### config.mk
export PLATFORM = sky130hd
export DESIGN_NAME = pusch_dr_sched
export DESIGN_NICKNAME = d
export VERILOG_FILES = /design/src/rtl/pusch_dr_sched.sv
export SDC_FILE = /design/constraint.sdc
export NUM_CORES = 1
export LEC_CHECK = 0
export BUFFER_PORTS_ARGS = -buffer_cell sky130_fd_sc_hd__buf_2
export CORE_MARGIN = 4
export CORE_UTILIZATION = 43
export CTS_CLUSTER_SIZE = 25
export DETAILED_ROUTE_END_ITERATION = 6
export MAX_ROUTING_LAYER = met4
export PLACE_DENSITY = 0.67
export SETUP_SLACK_MARGIN = 0.05
export SLEW_MARGIN = 20
export SYNTH_ARGS = -nofsm -noshare
export SYNTH_HDL_FRONTEND = slang
export SYNTH_SLANG_ARGS = --single-unit
export TNS_END_PERCENT = 30
### constraint.sdc
create_clock -name i_clk -period 1.9 [get_ports i_clk]
set_input_delay 0 -clock i_clk [delete_from_list [all_inputs] [get_ports i_clk]]
set_output_delay 0 -clock i_clk [all_outputs]
set_load 0.01 [all_outputs]
### src/rtl/pusch_dr_sched.sv
// rtl/pusch_dr_sched.sv - Lock-step symbol read scheduler for the PUSCH dimension-reduction input
// Optional gather-timeout drop path: define PUSCH_DR_SCHED_TIMEOUT_EN.
module pusch_dr_sched #(
    parameter int LANE    = 8,
    parameter int ADDR_W  = 11,
    parameter int RE_NUM  = 1584,
    parameter int TIMEOUT = 4095
) (
    input  logic              i_clk,
    input  logic              i_reset,
    input  logic              i_enable,
    input  logic [LANE-1:0]   i_lane_mask,
    input  logic [1:0]        i_dr_mode,
    input  logic [LANE-1:0]   i_lane_rdy,
    input  logic [6:0]        i_slot_idx,
    input  logic [3:0]        i_symb_idx,
    input  logic              i_core_busy,
    output logic [ADDR_W-1:0] o_rd_addr,
    output logic              o_rd_vld,
    output logic              o_rd_sop,
    output logic              o_rd_last,
    output logic [LANE-1:0]   o_lane_ack,
    output logic              o_resort,
    output logic              o_timeout_err,
    output logic              o_ovf_err,
    output logic              o_busy
);

    typedef enum logic [1:0] {
        S_IDLE,
        S_GATHER,
        S_ISSUE,
        S_DONE
    } state_t;

    localparam logic [ADDR_W-1:0] LAST_ADDR = ADDR_W'(RE_NUM - 1);

    state_t            state, state_nxt;
    logic [LANE-1:0]   pend;
    logic [LANE-1:0]   mask_q;
    logic [LANE-1:0]   ack_q, ack_nxt;
    logic [1:0]        mode_q;
    logic [6:0]        slot_q;
    logic [3:0]        symb_q;
    logic [ADDR_W-1:0] addr_q, addr_nxt;
    logic              resort_done;
    logic              resort_q, resort_nxt, resort_pol;
    logic              tmo_q, tmo_nxt;
    logic              ovf_q;
    logic              rd_vld, at_last, pend_full, start, tmr_exp;

`ifdef PUSCH_DR_SCHED_TIMEOUT_EN
    localparam int TMR_W = $clog2(TIMEOUT + 1);
    logic [TMR_W-1:0] tmr_q;

    // Expires on the cycle whose closing edge brings the count to TIMEOUT.
    assign tmr_exp = (tmr_q == TMR_W'(TIMEOUT - 1));

    always_ff @(posedge i_clk) begin
        if (i_reset || state != S_GATHER) begin
            tmr_q <= '0;
        end else begin
            tmr_q <= tmr_q + 1'b1;
        end
    end
`else
    logic [31:0] unused_timeout;
    assign unused_timeout = TIMEOUT;
    assign tmr_exp        = 1'b0;
`endif

    // A lane acked this cycle no longer counts as pending for a new start.
    assign start     = i_enable && (|i_lane_mask) && (|(pend & ~ack_q & i_lane_mask));
    assign pend_full = ((pend & mask_q) == mask_q);
    assign rd_vld    = (state == S_ISSUE) && !i_core_busy;
    assign at_last   = (addr_q == LAST_ADDR);

    always_comb begin
        resort_pol = 1'b0;
        case (mode_q)
            2'd0:    resort_pol = !resort_done;
            2'd1:    resort_pol = (slot_q == 7'd0) && (symb_q == 4'd0);
            2'd2:    resort_pol = (symb_q == 4'd0);
            default: resort_pol = 1'b0;
        endcase
    end

    always_comb begin
        state_nxt  = state;
        addr_nxt   = addr_q;
        ack_nxt    = '0;
        resort_nxt = 1'b0;
        tmo_nxt    = 1'b0;
        case (state)
            S_IDLE: begin
                addr_nxt = '0;
                if (start) begin
                    state_nxt = S_GATHER;
                end
            end
            S_GATHER: begin
                if (pend_full) begin
                    state_nxt = S_ISSUE;
                end else if (tmr_exp) begin
                    state_nxt = S_IDLE;
                    tmo_nxt   = 1'b1;
                    ack_nxt   = pend & mask_q;
                end
            end
            S_ISSUE: begin
                if (rd_vld) begin
                    if (at_last) begin
                        state_nxt  = S_DONE;
                        addr_nxt   = '0;
                        ack_nxt    = mask_q;
                        resort_nxt = resort_pol;
                    end else begin
                        addr_nxt = addr_q + 1'b1;
                    end
                end
            end
            default: begin
                state_nxt = S_IDLE;
            end
        endcase
    end

    always_ff @(posedge i_clk) begin
        if (i_reset) begin
            state       <= S_IDLE;
            pend        <= '0;
            mask_q      <= '0;
            mode_q      <= '0;
            slot_q      <= '0;
            symb_q      <= '0;
            addr_q      <= '0;
            ack_q       <= '0;
            resort_q    <= 1'b0;
            resort_done <= 1'b0;
            tmo_q       <= 1'b0;
            ovf_q       <= 1'b0;
        end else begin
            state    <= state_nxt;
            addr_q   <= addr_nxt;
            ack_q    <= ack_nxt;
            resort_q <= resort_nxt;
            tmo_q    <= tmo_nxt;
            ovf_q    <= |(i_lane_rdy & pend);
            // A new ready beats the release of the same lane.
            pend     <= (pend & ~ack_q) | i_lane_rdy;
            if (state == S_IDLE && start) begin
                mask_q <= i_lane_mask;
                mode_q <= i_dr_mode;
                slot_q <= i_slot_idx;
                symb_q <= i_symb_idx;
            end
            if (rd_vld && at_last) begin
                resort_done <= 1'b1;
            end
        end
    end

    assign o_rd_addr     = addr_q;
    assign o_rd_vld      = rd_vld;
    assign o_rd_sop      = rd_vld && (addr_q == '0);
    assign o_rd_last     = rd_vld && at_last;
    assign o_lane_ack    = ack_q;
    assign o_resort      = resort_q;
    assign o_timeout_err = tmo_q;
    assign o_ovf_err     = ovf_q;
    assign o_busy        = (state != S_IDLE);

endmodule

==> flow_metrics.env, run 1 <==
export IMPL_seqCellArea_sq_um=1066
export IMPL_ys_seq_area_share_pct=45.30
export IMPL_synth_nets=300
export IMPL_n_antenna_cell=0
export IMPL_sw_frac_of_total_pct=33.30
export IMPL_synth_area_leaders="dfxtp_1, mux2i_1, nor2_1, nor4_1, inv_1"
export IMPL_fin_nets=400
export IMPL_place_area_sq_um=2826
export IMPL_vias=2256
export IMPL_vias_per_cell=5.210
export IMPL_area_growth_pct=39.90
export IMPL_dr_pass1_iters=4
export IMPL_grt_pass1_wl_mm=10.43
export IMPL_synthCells=262
export IMPL_synth_seq_cells=53
export IMPL_internal_power_w=0.001998
export IMPL_fin_crit_sh_pct=99.08
export IMPL_synth_most_common_cell="dfxtp_1"
export IMPL_final_hold_viol_count=0
export IMPL_period_needed_ns=1.883
export IMPL_slew_violations=0
export IMPL_min_path_type="primary input to flop"
export IMPL_row_count=26
export IMPL_finalClockSkew_ns=0.007133
export IMPL_synth_top_cell_area_share_pct=45.30
export IMPL_gp_congestion=0.8752
export IMPL_worstSetupPathType="flop to output port"
export IMPL_cts_tree="done"
export IMPL_pwr_share_comb_pct=34.5
export IMPL_grt_pass1_vias=2269
export IMPL_crit_fanout=3
export IMPL_drcViolationCount=0
export IMPL_syn_area_sq_um=2342
export IMPL_setup_viol=0
export IMPL_die_area_sq_um=6692
export IMPL_grt_max_degree=30
export IMPL_pre_cts_ws_ns=0.06913
export IMPL_power_frac_clock_pct=22.4
export IMPL_power_density_nw_per_um2=914.3
export IMPL_hpwl_mm=4.430
export IMPL_power_switching_w=0.0009978
export IMPL_vdd_drop_max_mv=0.7863
export IMPL_cts_clk_slew_worst_paths_ns=0.10
export IMPL_postSynthAreaPerCell_sq_um=8.940
export IMPL_port_buffers=57
export IMPL_synth_cell_types=46
export IMPL_die_y_um=81.81
export IMPL_critPathRequiredTime_ns=1.90
export IMPL_drt_wl_total_mm=6.408
export IMPL_drtIter0Drc=87
export IMPL_htree_levels=2
export IMPL_overflow=0
export IMPL_stdcell_area_sq_um=3277
export IMPL_ys_flop_type="dfxtp_1"
export IMPL_insertion_delay_ns=0.31
export IMPL_rsz0062_at_grt="true"
export IMPL_cts_sinks=53
export IMPL_yosys_area_top_type="dfxtp_1"
export IMPL_status="finished clean"
export IMPL_synth_edf_count=0
export IMPL_yosys_top_cells_count="dfxtp_1, nor2_1, mux2i_1"
export IMPL_grt_util_all_layers_pct=21.01
export IMPL_layout_setup_ws_ns=0.01749
export IMPL_cts_buffer_depth=2
export IMPL_seqPwrFrac_pct=43.1
export IMPL_async_flop_share_pct=0
export IMPL_arrival_ns=1.88
export IMPL_core_area_sq_um=5205
export IMPL_cts_buffers=5
export IMPL_multi_input_area_sq_um=1207
export IMPL_antenna_found_initial=0
export IMPL_io_pins=59
export IMPL_cap_violations=0
export IMPL_yosys_warnings=0
export IMPL_cts_root_buf="clkbuf_8"
export IMPL_detail_route_wl_per_cell_um=14.80
export IMPL_p_leak_nw=1.473
export IMPL_max_freq_mhz=531.2
export IMPL_ant_nets=0
export IMPL_start_util_pct=45.00
export IMPL_endpoint_kind="output port"
export IMPL_die_w_um=81.81
export IMPL_fill_cells=462
export IMPL_worst_pin_slew_ns=0.5572
export IMPL_slew_headroom_pct=62.85
export IMPL_startpoint_type="flop"
export IMPL_drive_above_1_share_pct=28.37
[path summary, 6_finish.rpt]
| check | slack, ns | depth (start not counted) | to | start |
|---|---|---|---|---|
| max | 0.02 | 5 | o_rd_last | o_rd_addr[4] |
| max reg2reg | 0.07 | 5 | state[0] | o_rd_addr[4] |
| min | 0.09 | 4 | state[0] | i_core_busy |
| min reg2reg | 0.47 | 2 | o_lane_ack[5] | mask_q[5] |
[per-layer routing]
| metal | up-vias | global-route usage, % | part of all wire, % |
|---|---|---|---|
| met3 | 9 | 4.167 | 4.4 |
| met2 | 67 | 34.81 | 48 |
| met4 | 0 | 7.807 | 1.6 |
| li1 | 1128 | - | - |
| met5 | - | - | 0 |
| met1 | 1052 | 25.22 | 46 |
[worst max-delay path, stage by stage, from the launching register on]
cell and delay (ns):
dfxtp_2 0.33, or4_4 0.52, or3_4 0.37, buf_6 0.14, nor2_4 0.10, buf_6 0.12
[layout by cell type, fill, tap and decap left out, types with 3 or more instances in the layout]
master,netlist,layout
dfxtp_2,0,4
nand4_1,4,4
o22ai_1,4,4
buf_2,3,56
a22oi_1,5,5
nor2b_1,4,4
nand3b_1,4,4
buf_4,1,18
ha_1,5,5
nor2_1,46,46
a21oi_1,11,11
nor4_1,14,12
nand3_1,5,5
dlygate4sd3_1,0,29
o21ai_0,3,3
dfxtp_1,53,49
a311oi_1,4,4
a41oi_1,4,4
clkbuf_8,0,6
mux2i_1,22,22
nand2_1,11,11
inv_1,18,18
[kinds of logic (layout without fill, tap and decap cells)]
| logic type | after synthesis | in the layout | synth area share (%) |
|---|---|---|---|
| multiplexers | 22 | 22 | 9.402 |
| adder cells (fa/ha/maj) | 5 | 5 | 2.671 |
| other | 1 | 1 | 0.1601 |
| AND/OR/NAND/NOR | 101 | 101 | 21.53 |
| XOR/XNOR | 2 | 2 | 0.7480 |
| AO/OA/AOI/OAI | 46 | 46 | 14.74 |
| buffers and inverters | 32 | 133 | 5.448 |
| flip-flops | 53 | 53 | 45.30 |
[power by group through the flow]
| stage | combinational (W) | sequential (W) | clock, W |
|---|---|---|---|
| final | 0.00103 | 0.00129 | 0.000671 |
| after detailed placement | 0.000958 | 0.00131 | 0 |
| after global placement | 0.000946 | 0.00131 | 0 |
| after floorplan | 0.000638 | 0.00130 | 0 |
| after global routing | 0.00113 | 0.00131 | 0.000735 |
| after CTS | 0.00101 | 0.00129 | 0.000692 |
[state kept, by name (all words and copies together), names as in the netlist]
signal       cells
resort_done      1
o_ovf_err        1
o_resort         1
o_rd_addr       11
state            2
o_lane_ack       8
slot_q           7
pend             8
symb_q           4
mask_q           8
mode_q           2
[cell type report]
class	instances	area share, %
Clock inverter	2	0.4200
Sequential cell	53	32.53
Inverter	19	2.176
Clock buffer	6	2.520
Timing Repair Buffer	106	22.83
Tap cell	70	2.673
Multi-Input combinational cell	177	36.85
[timing repair]
action | CTS | global route
setup endpoints to repair | 3 | 19
gates resized for setup | 4 | 6
pin swaps | 3 | 3
hold endpoints to repair | 29 | 0
buffers inserted | 2 | 0
hold buffers | 29 | 0
[metrics by stage]
stage	total power [W]	setup TNS [ns]	cells	utilization [%]	hold slack, ns
3_3_place_gp	0.002256	0	394	54.30	0.2229
5_1_grt	0.003168	-0.04992	433	62.96	0.1013
6_report	0.002996	0	433	62.96	0.09498
4_1_cts	0.002994	-0.07607	433	62.43	0.07555
3_5_place_dp	0.002271	0	394	54.30	0.2363
2_1_floorplan	0.001937	0	262	-	0.1174
Note: power is estimated with default switching activity, not from simulation.
==> inputs of run 2 (changes only) <==
--- a/config.mk
+++ b/config.mk
@@ -6,12 +6,14 @@
 export NUM_CORES = 1
 export LEC_CHECK = 0
 export BUFFER_PORTS_ARGS = -buffer_cell sky130_fd_sc_hd__buf_2
+export CAP_MARGIN = 20
 export CORE_MARGIN = 4
 export CORE_UTILIZATION = 43
 export CTS_CLUSTER_SIZE = 25
 export DETAILED_ROUTE_END_ITERATION = 6
 export MAX_ROUTING_LAYER = met4
 export PLACE_DENSITY = 0.67
+export REMOVE_ABC_BUFFERS = 1
 export SETUP_SLACK_MARGIN = 0.05
 export SLEW_MARGIN = 20
 export SYNTH_ARGS = -nofsm -noshare
==> run 2 against run 1 <==
  * Total power rose by 0.44%
  * Maximum frequency rose by 0.44%
  * Count of clock-buffer cells in the layout unchanged
  * Via count is 0.49% higher
  * Worst setup slack better by 0.0082 ns
  * Sequential power hardly changed
  * Flip-flop and latch count did not move
  * Final cell count is 0.69% higher
  * Sequential share of layout area down 0.63 points
  * Die area is the same
  * Clock power hardly changed
  * Non-clock buffer count up 3
  * Largest power group unchanged
==> flow_metrics.env, run 2 (synthesized netlist as in run 1, its figures left out) <==
export IMPL_status="finished clean"
export IMPL_layout_cells_non_filler=436
export IMPL_seqCellArea_sq_um=1072
export IMPL_power_switching_w=0.001006
export IMPL_grt_max_degree=34
export IMPL_largest_reg_flops=11
export IMPL_hpwl_mm=4.213
export IMPL_htree_levels=2
export IMPL_seqPwrFrac_pct=43.0
export IMPL_start_util_pct=45.00
export IMPL_finalSetupTns_ns=0
export IMPL_power_frac_clock_pct=22.2
export IMPL_gp_congestion=0.8508
export IMPL_p_leak_nw=1.502
export IMPL_overflow=0
export IMPL_internal_power_w=0.002003
export IMPL_slew_violations=0
export IMPL_vias_per_cell=5.200
export IMPL_startpoint_type="flop"
export IMPL_port_buffers=57
export IMPL_dr_pass1_iters=4
export IMPL_final_cell_mix="buf_2, nor2_1, dfxtp_1, dlygate4sd3_1, mux2i_1"
export IMPL_fill_cells=455
export IMPL_finalClockSkew_ns=0.009282
export IMPL_multi_input_area_sq_um=1227
export IMPL_cts_sinks=53
export IMPL_arrival_ns=1.87
export IMPL_crit_fanout=4
export IMPL_grt_pass1_vias=2219
export IMPL_die_area_sq_um=6692
export IMPL_period_needed_ns=1.874
export IMPL_vias=2267
export IMPL_max_freq_mhz=533.5
export IMPL_drcViolationCount=0
export IMPL_area_growth_pct=43.48
export IMPL_antenna_found_initial=0
export IMPL_endpoint_kind="output port"
export IMPL_pwr_share_comb_pct=34.8
export IMPL_drt_wl_total_mm=6.223
export IMPL_cts_root_buf="clkbuf_8"
export IMPL_final_common_cell="buf_2"
export IMPL_utilization_pct=64.57
export IMPL_die_y_um=81.81
export IMPL_min_path_type="primary input to flop"
export IMPL_dp_cells=391
export IMPL_setup_viol=0
export IMPL_critPathRequiredTime_ns=1.90
export IMPL_ant_nets=0
export IMPL_row_count=26
export IMPL_worstSetupPathType="flop to output port"
export IMPL_detail_route_wl_per_cell_um=14.27
export IMPL_fin_crit_sh_pct=98.65
export IMPL_cap_violations=0
export IMPL_power_density_nw_per_um2=895.4
export IMPL_cts_buffers=5
export IMPL_cts_tree="done"
export IMPL_vdd_drop_max_mv=0.5116
export IMPL_fin_nets=403
export IMPL_io_pins=59
export IMPL_core_area_sq_um=5205
export IMPL_rsz0062_at_grt="true"
export IMPL_final_hold_viol_count=0
export IMPL_n_antenna_cell=0
export IMPL_insertion_delay_ns=0.31
export IMPL_cts_clk_slew_worst_paths_ns=0.10
export IMPL_die_w_um=81.81
export IMPL_grt_pass1_wl_mm=9.977
export IMPL_sw_frac_of_total_pct=33.43
export IMPL_drive_above_1_share_pct=31.15
export IMPL_drtIter0Drc=98
export IMPL_cts_buffer_depth=2
export IMPL_grt_util_all_layers_pct=19.81
[run 2: final cells by class]
class / instances / share of cell area (%)
multi-input combinational: 177 / 36.52
sequential: 53 / 31.91
timing repair buffer: 109 / 23.83
tap: 70 / 2.606
clock buffer: 6 / 2.457
inverter: 19 / 2.271
clock inverter: 2 / 0.4095
[run 2: timing repair]
item,in CTS,in global routing
endpoints found under the setup margin,3,27
hold buffers,29,0
endpoints found under the hold margin,29,0
gates resized for setup,12,16
pin swaps,3,11
buffers inserted,3,5
[run 2: worst paths after layout]
path	startpoint	to	slack, ns	cells after the start
worst max-delay path	o_rd_addr[4]	o_rd_last	0.03	5
worst min-delay path	i_reset	mode_q[0]	0.08	2
worst max register to register	o_rd_addr[4]	o_rd_addr[3]	0.04	5
worst min register to register	mask_q[0]	o_lane_ack[0]	0.46	2
[run 2: metal layers]
layer | share of wire (%) | GRT usage (%)
met5 | 0 | -
met4 | 0.71 | 3.987
met3 | 5.2 | 4.167
met2 | 48 | 33.60
met1 | 46 | 24.36
[run 2: worst max-delay path, cell delays in order, from the launching register on]
cell     delay, ns
dfxtp_2       0.33
or4_4         0.53
or3_4         0.36
buf_8         0.14
nor2_4        0.11
buf_6         0.11
[run 2: per-stage QoR]
| step | setup WS, ns | hold WS, ns | area (sq um) | power, W |
|---|---|---|---|---|
| floorplan | -1.627 | 0.06625 | 2286 | 0.001938 |
| global placement | 0.07137 | 0.2189 | 2814 | 0.002242 |
| detailed placement | 0.02769 | 0.2325 | 2814 | 0.002259 |
| CTS | 0.03293 | 0.07941 | 3264 | 0.002982 |
| global route | -0.02963 | 0.08714 | 3361 | 0.003193 |
| finish | 0.02566 | 0.07774 | 3361 | 0.003009 |
[run 2: power groups by stage]
stage	clock network, W	registers [W]	logic [W]
2_1_floorplan	0	0.00130	0.000639
3_3_place_gp	0	0.00131	0.000935
3_5_place_dp	0	0.00131	0.000948
4_1_cts	0.000683	0.00129	0.00101
5_1_grt	0.000728	0.00131	0.00116
6_report	0.000668	0.00129	0.00105
